**config.mk**
```make
export PLATFORM = sky130hd
export DESIGN_NAME = i2s_capture_scheduler
export DESIGN_NICKNAME = d
export VERILOG_FILES = /design/src/rtl/i2s_pkg.sv /design/src/rtl/i2s_shift_in.sv /design/src/rtl/i2s_capture_scheduler.sv
export SDC_FILE = /design/constraint.sdc
export NUM_CORES = 1
export LEC_CHECK = 0
export ABC_CLOCK_PERIOD_IN_PS = 4800
export CAP_MARGIN = 20
export CORE_AREA = 2 2 105 107
export DETAILED_ROUTE_END_ITERATION = 12
export DIE_AREA = 0 0 107 109
export HOLD_SLACK_MARGIN = 0.12
export PLACE_DENSITY = 0.78
export SETUP_SLACK_MARGIN = 0.15
export SLEW_MARGIN = 30
export SYNTH_ARGS = -nofsm -noshare
export SYNTH_HDL_FRONTEND = slang
export SYNTH_SLANG_ARGS = --single-unit
```
**constraint.sdc**
```tcl
create_clock -name ck -period 4.8 [get_ports ck]
set_input_delay 0.72 -clock ck [delete_from_list [all_inputs] [get_ports ck]]
set_output_delay 0.72 -clock ck [all_outputs]
set_load 0.005 [all_outputs]
```
**src/rtl/i2s_pkg.sv**
```systemverilog
// Shared definitions for the I2S capture scheduler: FSM state encoding, frame geometry, out_chan width helper.
// Latency: n/a (declarations only).
// Backpressure: n/a.
package i2s_pkg;

   typedef enum logic [1:0] {
      IDLE    = 2'd0,
      SYNC    = 2'd1,
      CAPTURE = 2'd2
   } state_e;

   // Plain-vector copies of the state encoding for legacy-style state registers.
   localparam logic [1:0] ST_IDLE    = 2'd0;
   localparam logic [1:0] ST_SYNC    = 2'd1;
   localparam logic [1:0] ST_CAPTURE = 2'd2;

   localparam int FRAME_BITS = 64;
   localparam int HALF_BITS  = 32;

   // out_chan carries {line index, lr}; one extra bit beyond the line index.
   function automatic int chan_w(input int channels);
      return $clog2(channels) + 1;
   endfunction

endpackage

```
**src/rtl/i2s_shift_in.sv**
```systemverilog
// MSB-first serial-to-parallel shifter for one I2S data line; new bit enters at the LSB end.
// Latency: word reflects a shifted bit the cycle after shift_en.
// Backpressure: none; shifts whenever shift_en is high.
// Ports: ck/rst_n (sync active-low), shift_en, sd (serial bit), word (parallel WIDTH-bit value).
module i2s_shift_in
   import i2s_pkg::*;
#(
   parameter int WIDTH = 16
) (
   input  logic             ck,
   input  logic             rst_n,
   input  logic             shift_en,
   input  logic             sd,
   output logic [WIDTH-1:0] word
);

   logic [WIDTH-1:0] word_q;
   logic [WIDTH-1:0] word_d;

   always_comb begin
      word_d = word_q;
      // Cast drops the oldest bit; also works for WIDTH == 1.
      if (shift_en) word_d = WIDTH'({word_q, sd});
   end

   always_ff @(posedge ck) begin
      if (!rst_n) word_q <= '0;
      else        word_q <= word_d;
   end

   assign word = word_q;

endmodule

```
**src/rtl/i2s_capture_scheduler.sv**
```systemverilog
// Captures CHANNELS I2S data lines, latches a left/right bank every half-frame, drains it round-robin on one stream.
// Latency: bank latched in cycle T is presented (line 0) in T+1; one word per cycle while out_ready is high.
// Backpressure: out_valid/out_ready; held word stays stable; a latch onto an undrained bank replaces it.
// Ports: ck, rst_n (sync active-low), en/frame_posn (bit clock strobe and frame position), sd[CHANNELS],
//        run, busy, out_valid/out_ready/out_data/out_chan; overrun/overrun_clr only when I2S_SCHED_OVERRUN_EN is defined.
module i2s_capture_scheduler
   import i2s_pkg::*;
#(
   parameter int CHANNELS = 4,
   parameter int WIDTH    = 16
) (
   input  logic                          ck,
   input  logic                          rst_n,
   input  logic                          en,
   input  logic [5:0]                    frame_posn,
   input  logic [CHANNELS-1:0]           sd,
   input  logic                          run,
   output logic                          busy,
   output logic                          out_valid,
   input  logic                          out_ready,
   output logic [WIDTH-1:0]              out_data,
   output logic [chan_w(CHANNELS)-1:0]   out_chan
`ifdef I2S_SCHED_OVERRUN_EN
   ,
   output logic                          overrun,
   input  logic                          overrun_clr
`endif
);

   localparam int IW = (CHANNELS > 1) ? $clog2(CHANNELS) : 1;
   localparam int CW = chan_w(CHANNELS);

   logic [1:0]          state_q, state_d;
   logic                busy_q;
   logic [CHANNELS-1:0] pending_q, pending_d, pend_after_hs;
   logic [IW-1:0]       ptr_q, ptr_d;
   logic [IW-1:0]       cur_q, cur_d;
   logic                bank_lr_q, bank_lr_d;
   logic [WIDTH-1:0]    bank_q [CHANNELS];
   logic [WIDTH-1:0]    bank_d [CHANNELS];
   logic [WIDTH-1:0]    sh_word [CHANNELS];
   logic [WIDTH-1:0]    sh_next [CHANNELS];
   logic                out_valid_q, out_valid_d;
   logic [WIDTH-1:0]    out_data_q, out_data_d;
   logic [CW-1:0]       out_chan_q, out_chan_d;

   logic [4:0]          slot;
   logic                data_slot;
   logic                shift_en;
   logic                latch;
   logic                hs;
   logic                repl;
   logic [IW-1:0]       sel;
   logic                found;

   assign slot      = frame_posn[4:0];
   assign data_slot = en && (slot >= 5'd1) && (slot <= 5'(WIDTH));
   assign shift_en  = (state_q == ST_CAPTURE) && data_slot;
   assign latch     = (state_q == ST_CAPTURE) && en && (slot == 5'(WIDTH));

   for (genvar gi = 0; gi < CHANNELS; gi++) begin : g_line
      i2s_shift_in #(.WIDTH(WIDTH)) u_shift (
         .ck       (ck),
         .rst_n    (rst_n),
         .shift_en (shift_en),
         .sd       (sd[gi]),
         .word     (sh_word[gi])
      );
   end

   // The bank must include the bit arriving in the latch cycle, so look one shift ahead.
   always_comb begin
      for (int i = 0; i < CHANNELS; i++) sh_next[i] = WIDTH'({sh_word[i], sd[i]});
   end

   // Capture state machine: transitions only on frame boundaries except SYNC abort.
   always_comb begin
      state_d = state_q;
      case (state_q)
         ST_IDLE:    if (run) state_d = ST_SYNC;
         ST_SYNC: begin
            if (!run)                             state_d = ST_IDLE;
            else if (en && frame_posn == 6'd0)    state_d = ST_CAPTURE;
         end
         ST_CAPTURE: if (en && frame_posn == 6'd0 && !run) state_d = ST_IDLE;
         default:    state_d = ST_IDLE;
      endcase
   end

   // Pending/pointer update, bank load and next presented word. Outputs are
   // registered, so the word for next cycle is chosen from the next-state mask.
   always_comb begin
      hs            = out_valid_q && out_ready;
      pend_after_hs = pending_q;
      ptr_d         = ptr_q;
      if (hs) begin
         pend_after_hs[cur_q] = 1'b0;
         ptr_d = (cur_q == IW'(CHANNELS - 1)) ? '0 : cur_q + IW'(1);
      end

      // A same-cycle handshake counts as delivered before judging the bank non-empty.
      repl      = latch && (|pend_after_hs);
      pending_d = pend_after_hs;
      bank_lr_d = bank_lr_q;
      for (int i = 0; i < CHANNELS; i++) bank_d[i] = bank_q[i];
      if (latch) begin
         pending_d = '1;
         ptr_d     = '0;
         bank_lr_d = frame_posn[5];
         for (int i = 0; i < CHANNELS; i++) bank_d[i] = sh_next[i];
      end

      // Lowest pending line at or above the pointer; fall back to lowest pending overall.
      sel   = '0;
      found = 1'b0;
      for (int i = CHANNELS - 1; i >= 0; i--) begin
         if (pending_d[i] && (IW'(i) >= ptr_d)) begin
            sel   = IW'(i);
            found = 1'b1;
         end
      end
      if (!found) begin
         for (int i = CHANNELS - 1; i >= 0; i--) begin
            if (pending_d[i]) sel = IW'(i);
         end
      end
      cur_d = sel;

      // Replacement drops valid for one cycle so the consumer sees the new bank restart at line 0.
      out_valid_d = (|pending_d) && !repl;
      out_data_d  = out_data_q;
      out_chan_d  = out_chan_q;
      if (out_valid_d) begin
         out_data_d = bank_d[sel];
         out_chan_d = CW'({sel, bank_lr_d});
      end
   end

   always_ff @(posedge ck) begin
      if (!rst_n) begin
         state_q     <= ST_IDLE;
         busy_q      <= 1'b0;
         pending_q   <= '0;
         ptr_q       <= '0;
         cur_q       <= '0;
         bank_lr_q   <= 1'b0;
         out_valid_q <= 1'b0;
         out_data_q  <= '0;
         out_chan_q  <= '0;
         for (int i = 0; i < CHANNELS; i++) bank_q[i] <= '0;
      end else begin
         state_q     <= state_d;
         busy_q      <= (state_d != ST_IDLE);
         pending_q   <= pending_d;
         ptr_q       <= ptr_d;
         cur_q       <= cur_d;
         bank_lr_q   <= bank_lr_d;
         out_valid_q <= out_valid_d;
         out_data_q  <= out_data_d;
         out_chan_q  <= out_chan_d;
         for (int i = 0; i < CHANNELS; i++) bank_q[i] <= bank_d[i];
      end
   end

   assign busy      = busy_q;
   assign out_valid = out_valid_q;
   assign out_data  = out_data_q;
   assign out_chan  = out_chan_q;

`ifdef I2S_SCHED_OVERRUN_EN
   logic overrun_q, overrun_d;

   // Set has priority over clear so a replacement is never lost.
   always_comb begin
      overrun_d = overrun_q;
      if (overrun_clr) overrun_d = 1'b0;
      if (repl)        overrun_d = 1'b1;
   end

   always_ff @(posedge ck) begin
      if (!rst_n) overrun_q <= 1'b0;
      else        overrun_q <= overrun_d;
   end

   assign overrun = overrun_q;
`endif

endmodule
```
==> results of run 1 <==
-- kinds of logic after synthesis --
| logic type | count (synthesis) | synth area share [%] |
|---|---|---|
| DFF | 156 | 51.0 |
| AOI/OAI and AO/OA | 196 | 18.6 |
| buffers and inverters | 61 | 4.19 |
| muxes | 19 | 3.33 |
| adders and majority gates | 4 | 0.817 |
| and+or+nand+nor | 324 | 21.7 |
| xor gates and xnor gates | 2 | 0.408 |
-- critical path, cell delays in order --
cell             delay (ps)
clkdlybuf4s50_1         440
nor4_4                  460
a32oi_2                 250
o21ai_2                 240
nand4b_4                450
and3_4                  450
a222oi_1                270
o21ai_1                 120
-- worst paths after layout --
| check | slack, ps | to | cells past startpoint |
|---|---|---|---|
| worst max-delay path | 1770 | out_data[8]$_SDFFE_PN0P_ | 8 |
| worst min register to register | 450 | bank_q[1][1]$_SDFF_PN0_ | 2 |
| worst max register to register | 1810 | out_data[8]$_SDFFE_PN0P_ | 10 |
| worst min-delay path | 450 | bank_q[1][1]$_SDFF_PN0_ | 2 |
-- cells in the final DEF, fill, tap and decap left out, drive strengths merged, types with 2 or more instances in the layout --
cell type	n
a21oi	132
nor3	3
clkinvlp	2
a22o	3
nand2	255
xnor2	2
ha	4
nor2b	3
o211ai	2
nand3	10
o21ai	30
and2	3
o21a	3
clkdlybuf4s50	35
nor2	35
buf	8
and3	8
mux2i	8
a211oi	3
a222oi	11
a21o	2
nand2b	4
dfxtp	156
mux2	11
inv	7
bufinv	3
clkinv	6
clkbuf	21
-- power breakdown --
| part | total, mW | switching, mW | internal [mW] | leakage, nW |
|---|---|---|---|---|
| registers | 1.30 | 0.000474 | 1.30 | 1.26 |
| logic | 0.0451 | 0.0293 | 0.0158 | 0.855 |
| clock network | 1.32 | 0.513 | 0.804 | 0.282 |
-- sequential cells by signal (all words and copies together) (netlist names) --
signal	cells
out_chan	3
bank_lr_q	1
cur_q	2
g_line.u_shift.word	60
out_valid	1
out_data	16
state_q	2
bank_q	64
ptr_q	2
busy	1
pending_q	4
-- metrics by stage --
step / hold slack [ps] / instances / worst slack [ps] / power [mW]
floorplan: 425 / 762 / 2360 / 1.35
global placement: 436 / 890 / 1440 / 1.37
detailed placement: 445 / 891 / 1250 / 1.37
CTS: 455 / 923 / 1830 / 2.68
global route: 469 / 923 / 1590 / 2.73
finish: 452 / 923 / 1770 / 2.66
-- cell type report --
class	instances	area, µm²
repair buffers	43	423
flip-flops and latches	156	3120
fillers	881	3510
clock buffers	21	439
inverters	7	27.5
well taps	140	175
clock inverters	11	143
multi-input cells	545	2760
-- routing by layer --
layer	wire (µm)	vias to the layer above
met5	0	-
li1	-	2576
met3	876	26
met2	7080	177
met1	6240	2494
met4	270	0
==> results_dict.tcl, run 1 <==
set metrics [dict create \
    port_buffers 35 \
    num_vias 5273 \
    yosysMostFrequentCell "nand2_1" \
    syn_inst 762 \
    grt_pass1_wl_um 24000 \
    ioPinCount 36 \
    ys_types 46 \
    coreArea_um2 10600 \
    ys_seq_elements 156 \
    clock-sinks 156 \
    cts-root-buf "clkbuf_8" \
    yosysWarnings 0 \
    wl_per_cell_um 15.7 \
    antennaDiodeCount 0 \
    initial_core_util_pct 57.8 \
    path_clk_slew_ps 60 \
    dr.pass1.iters 6 \
    path_class "input port to flip-flop" \
    leakage_nw 2.39 \
    cts_max_level 4 \
    postCtsSetupBuffers 0 \
    synthTopCellsByArea "dfxtp_1 (51%), nand2_1 (16%), a21oi_1 (11%)" \
    ys.flop_type "dfxtp_1" \
    rows 38 \
    period_minus_slack_ps 3030 \
    worst_slew_pin_slew_ps 878 \
    drive_gt1_share_pct 8.30 \
    grt_antenna_before_repair 0 \
    post-route-util_pct 66.9 \
    first_iter_violations 541 \
    track_usage_pct 26.1 \
    wl_um 14500 \
    die_y_um 109 \
    busiest_layer "met2" \
    fp.dieArea_um2 11700 \
    finalSetupViolations 0 \
    use_met3_pct 5.20 \
    async_flop_share_pct 0 \
    clock.fmax_mhz 331 \
    yosys-top-cells-count "nand2_1 (255), dfxtp_1 (156), a21oi_1 (132)" \
    maxCapViolCount 0 \
    hold_path.class "flip-flop to flip-flop" \
    setup_tns_ps 0 \
    synth_edf_count 0 \
    setup.worst_path.start_class "input port" \
    power.density_nw_per_um2 375 \
    ir_drop_v 0.000272 \
    r2r-start "cur_q[0]$_SDFF_PN0_" \
    final_nets 789 \
    cts_tree "built" \
    postCtsHoldBufs 0 \
    fin_area_um2 7090 \
    slew_headroom_pct 41.4 \
    place_congestion 0.861 \
    met2_usage_pct 43.0 \
    grt_overflow 0 \
    worstPathRequired_ps 5200 \
    cts-resized-gates 0 \
    first_global_vias 4960 \
    die_w_um 107 \
    synth_area_um2 6130 \
    synth.top_cell.area_share_pct 51.0 \
    hold_violations 0 \
    numCtsBuffers 17 \
    yosysTopAreaCell "dfxtp_1" \
    syn-num-nets 781 \
    status "complete, no violations" \
    rsz0062_at_grt "no" \
    hp-start "bank_q[1][1]$_SDFF_PN0_" \
    arrival_ps 3430 \
    end_kind "flip-flop" \
    ant_nets 0 \
    viasPerCell 5.71 \
    drv_slew 0 \
    placed_area_um2 6510 \
    hpwl_um 8710 \
    grt_use_met1_pct 33.1 \
    syn_area_per_cell_um2 8.04 \
    fin_skew_ps 6.22 \
    grt_max_degree 86 \
    clkLatencyLatePin_ps 530 \
    area_delta_synth_final_pct 15.7 \
    ys_seq_area_share_pct 51.0 \
    drc_errors 0 \
    clockBufferDepth 2 \
    min_period_over_period_pct 63.0 \
    crit_fanout 25 \
    startpoint "frame_posn[1]" \
]
Power figures use the tool's default switching activity.
==> run 2, diff against run 1 <==
--- a/config.mk
+++ b/config.mk
@@ -5,13 +5,13 @@
 export SDC_FILE = /design/constraint.sdc
 export NUM_CORES = 1
 export LEC_CHECK = 0
-export ABC_CLOCK_PERIOD_IN_PS = 4800
+export ABC_CLOCK_PERIOD_IN_PS = 2600
 export CAP_MARGIN = 20
-export CORE_AREA = 2 2 105 107
+export CORE_AREA = 2 2 111 113
 export DETAILED_ROUTE_END_ITERATION = 12
-export DIE_AREA = 0 0 107 109
+export DIE_AREA = 0 0 113 115
 export HOLD_SLACK_MARGIN = 0.12
-export PLACE_DENSITY = 0.78
+export PLACE_DENSITY = 0.74
 export SETUP_SLACK_MARGIN = 0.15
 export SLEW_MARGIN = 30
 export SYNTH_ARGS = -nofsm -noshare
==> constraint.sdc (replaced) <==
create_clock -name ck -period 2.6 [get_ports ck]
set_input_delay 0.39 -clock ck [delete_from_list [all_inputs] [get_ports ck]]
set_output_delay 0.39 -clock ck [all_outputs]
set_load 0.005 [all_outputs]
==> run 2 against run 1 <==
Total power rose by 88%. Sequential power is 84% higher. Worst setup slack got worse by 1500 ps. Flip-flop and latch count unchanged. Clock-buffer cell count is 4 higher. Global-route usage decreased by 2.2 points. The flow now finishes with violations (design-rule violations). Worst hold slack better by 1.2 ps. Die area grew 11%. Utilization is 2.5 points lower. Combinational power grew 100%. Largest cell class unchanged. Sequential share of layout area is 2.9 points lower. Non-clock buffer count grew 26. Largest power group unchanged.
==> results_dict.tcl, run 2 (synthesis gave the netlist of run 1 again) <==
set metrics [dict create \
    status "complete, but fails checks" \
    violations "design-rule violations" \
    final_common_cell "nand2_1" \
    clkLatencyLatePin_ps 420 \
    ir_drop_v 0.000409 \
    numCtsBuffers 17 \
    worstHoldEndpoint "bank_q[0][5]$_SDFF_PN0_" \
    setup_slack_ps 228 \
    rows 40 \
    drive_gt1_share_pct 14.3 \
    finalSetupViolations 0 \
    crit_fanout 7 \
    grt_pass1_wl_um 24900 \
    place_ws_ps -171 \
    coreArea_um2 11800 \
    rsz0062_at_grt "no" \
    drv_slew 0 \
    viasPerCell 5.65 \
    reg2reg_slack_ps 230 \
    grt_overflow 0 \
    slew_headroom_pct 69.4 \
    worstRegToRegCells 11 \
    fp.dieArea_um2 13000 \
    m1WireLength_um 6580 \
    drc_errors 1 \
    cts-root-buf "clkbuf_16" \
    cts_max_level 4 \
    layout_common_cells "nand2_1 (255), dfxtp_1 (154), a21oi_1 (131)" \
    min_period_over_period_pct 91.2 \
    first_global_vias 5234 \
    regMostFlops "bank_q" \
    ioPinCount 36 \
    maxCapViolCount 0 \
    dr.pass1.iters 12 \
    port_buffers 35 \
    hold_path_depth 2 \
    path_class "flip-flop to flip-flop" \
    r2r-start "cur_q[1]$_SDFF_PN0_" \
    initial_core_util_pct 51.9 \
    ant_nets 0 \
    path_clk_slew_ps 60 \
    die_y_um 115 \
    grt_max_degree 99 \
    clock.fmax_mhz 422 \
    highest_layer "met4" \
    wl_per_cell_um 16.4 \
    die_w_um 113 \
    cts_tree "built" \
    hold_path.class "flip-flop to flip-flop" \
    clock-sinks 156 \
    hp-start "bank_q[0][5]$_SDFF_PN0_" \
    route.met3.wl_um 845 \
    wl_met2_um 7890 \
    place_congestion 0.873 \
    setup.worst_path.start_class "flip-flop" \
    area_delta_synth_final_pct 24.0 \
    hold_violations 0 \
    end_kind "flip-flop" \
    power.density_nw_per_um2 659 \
    final_nets 817 \
    clockBufferDepth 2 \
    antennaDiodeCount 0 \
    track_usage_pct 23.9 \
    worst_slew_pin_slew_ps 459 \
    first_iter_violations 520 \
    fin_skew_ps 8.26 \
    grt_antenna_before_repair 0 \
    wl_um 15700 \
    num_vias 5414 \
    leakage_nw 2.65 \
    post-route-util_pct 64.4 \
    worstPathRequired_ps 2890 \
    largest_reg_flops 64 \
    hpwl_um 9320 \
    r2r-end "out_data[12]$_SDFFE_PN0P_" \
    period_minus_slack_ps 2370 \
    arrival_ps 2670 \
]
[run 2: cell types whose count changed in the layout (fill, tap and decap cells not counted), moves of 3 or more]
| cell | previous run | this run |
|---|---|---|
| buf_4 | 7 | 23 |
| buf_12 | 1 | 8 |
| and3_1 | 5 | 1 |
| and3_4 | 2 | 5 |
| o21ai_2 | 1 | 4 |
[run 2: timing repair]
item	4_1_cts	5_1_grt
cloned	0	3
resized for setup	6	29
pin swaps	0	10
setup buffers	0	2
hold buffers	0	0
endpoints found under the setup margin	16	17
[run 2: layout make-up]
cell class,instances,area [µm²]
clock buffers,25,495
clock inverters,7,110
fillers,945,4210
inverters,7,27.5
multi-input cells,547,2930
flip-flops and latches,156,3130
well taps,147,184
repair buffers,69,731
[run 2: worst max-delay path by stage]
stage,startpoint,to,slack [ps]
floorplan,cur_q[0]$_SDFF_PN0_,out_data[10]$_SDFFE_PN0P_,250
global route,frame_posn[1],out_data[8]$_SDFFE_PN0P_,120
CTS,cur_q[0]$_SDFF_PN0_,out_data[3]$_SDFFE_PN0P_,150
detailed placement,out_ready,out_data[2]$_SDFFE_PN0P_,-170
finish,cur_q[1]$_SDFF_PN0_,out_data[12]$_SDFFE_PN0P_,230
global placement,out_ready,out_data[13]$_SDFFE_PN0P_,-30
[run 2: metrics by stage]
stage	setup TNS, ps	cells	area [µm²]	total power, mW	hold WS, ps
2_1_floorplan	0	762	6130	2.49	425
3_3_place_gp	-240	921	6770	2.53	436
3_5_place_dp	-1850	921	6770	2.54	443
4_1_cts	0	953	7400	5.02	451
5_1_grt	0	958	7600	5.13	476
6_report	0	958	7600	5.01	453
[run 2: worst max-delay path, cell delays in order (launching register included)]
cell	delay [ps]
dfxtp_2	350
inv_2	60
ha_4	280
and3_4	210
buf_4	140
a21o_1	130
nand3_2	150
nand4b_4	220
buf_12	160
mux2_2	340
nor2_1	120
o21ai_1	90
[run 2: where the power goes]
group	internal, mW	switching, mW	leakage (nW)	total, mW
sequential	2.39	0.000985	1.26	2.39
clock	1.61	0.916	0.301	2.52
combinational	0.0361	0.0556	1.09	0.0917
[run 2: per-layer routing]
layer	vias to the layer above	global-route usage, %
met5	-	0
li1	2635	-
met2	182	41.3
met4	0	9.84
met3	34	4.85
met1	2563	29.2
==> run 3, diff against run 2 <==
--- a/config.mk
+++ b/config.mk
@@ -5,7 +5,6 @@
 export SDC_FILE = /design/constraint.sdc
 export NUM_CORES = 1
 export LEC_CHECK = 0
-export ABC_CLOCK_PERIOD_IN_PS = 2600
 export CAP_MARGIN = 20
 export CORE_AREA = 2 2 111 113
 export DETAILED_ROUTE_END_ITERATION = 12
==> results of run 3 <==
Final layout, timing and power as in run 2 (identical DEF).
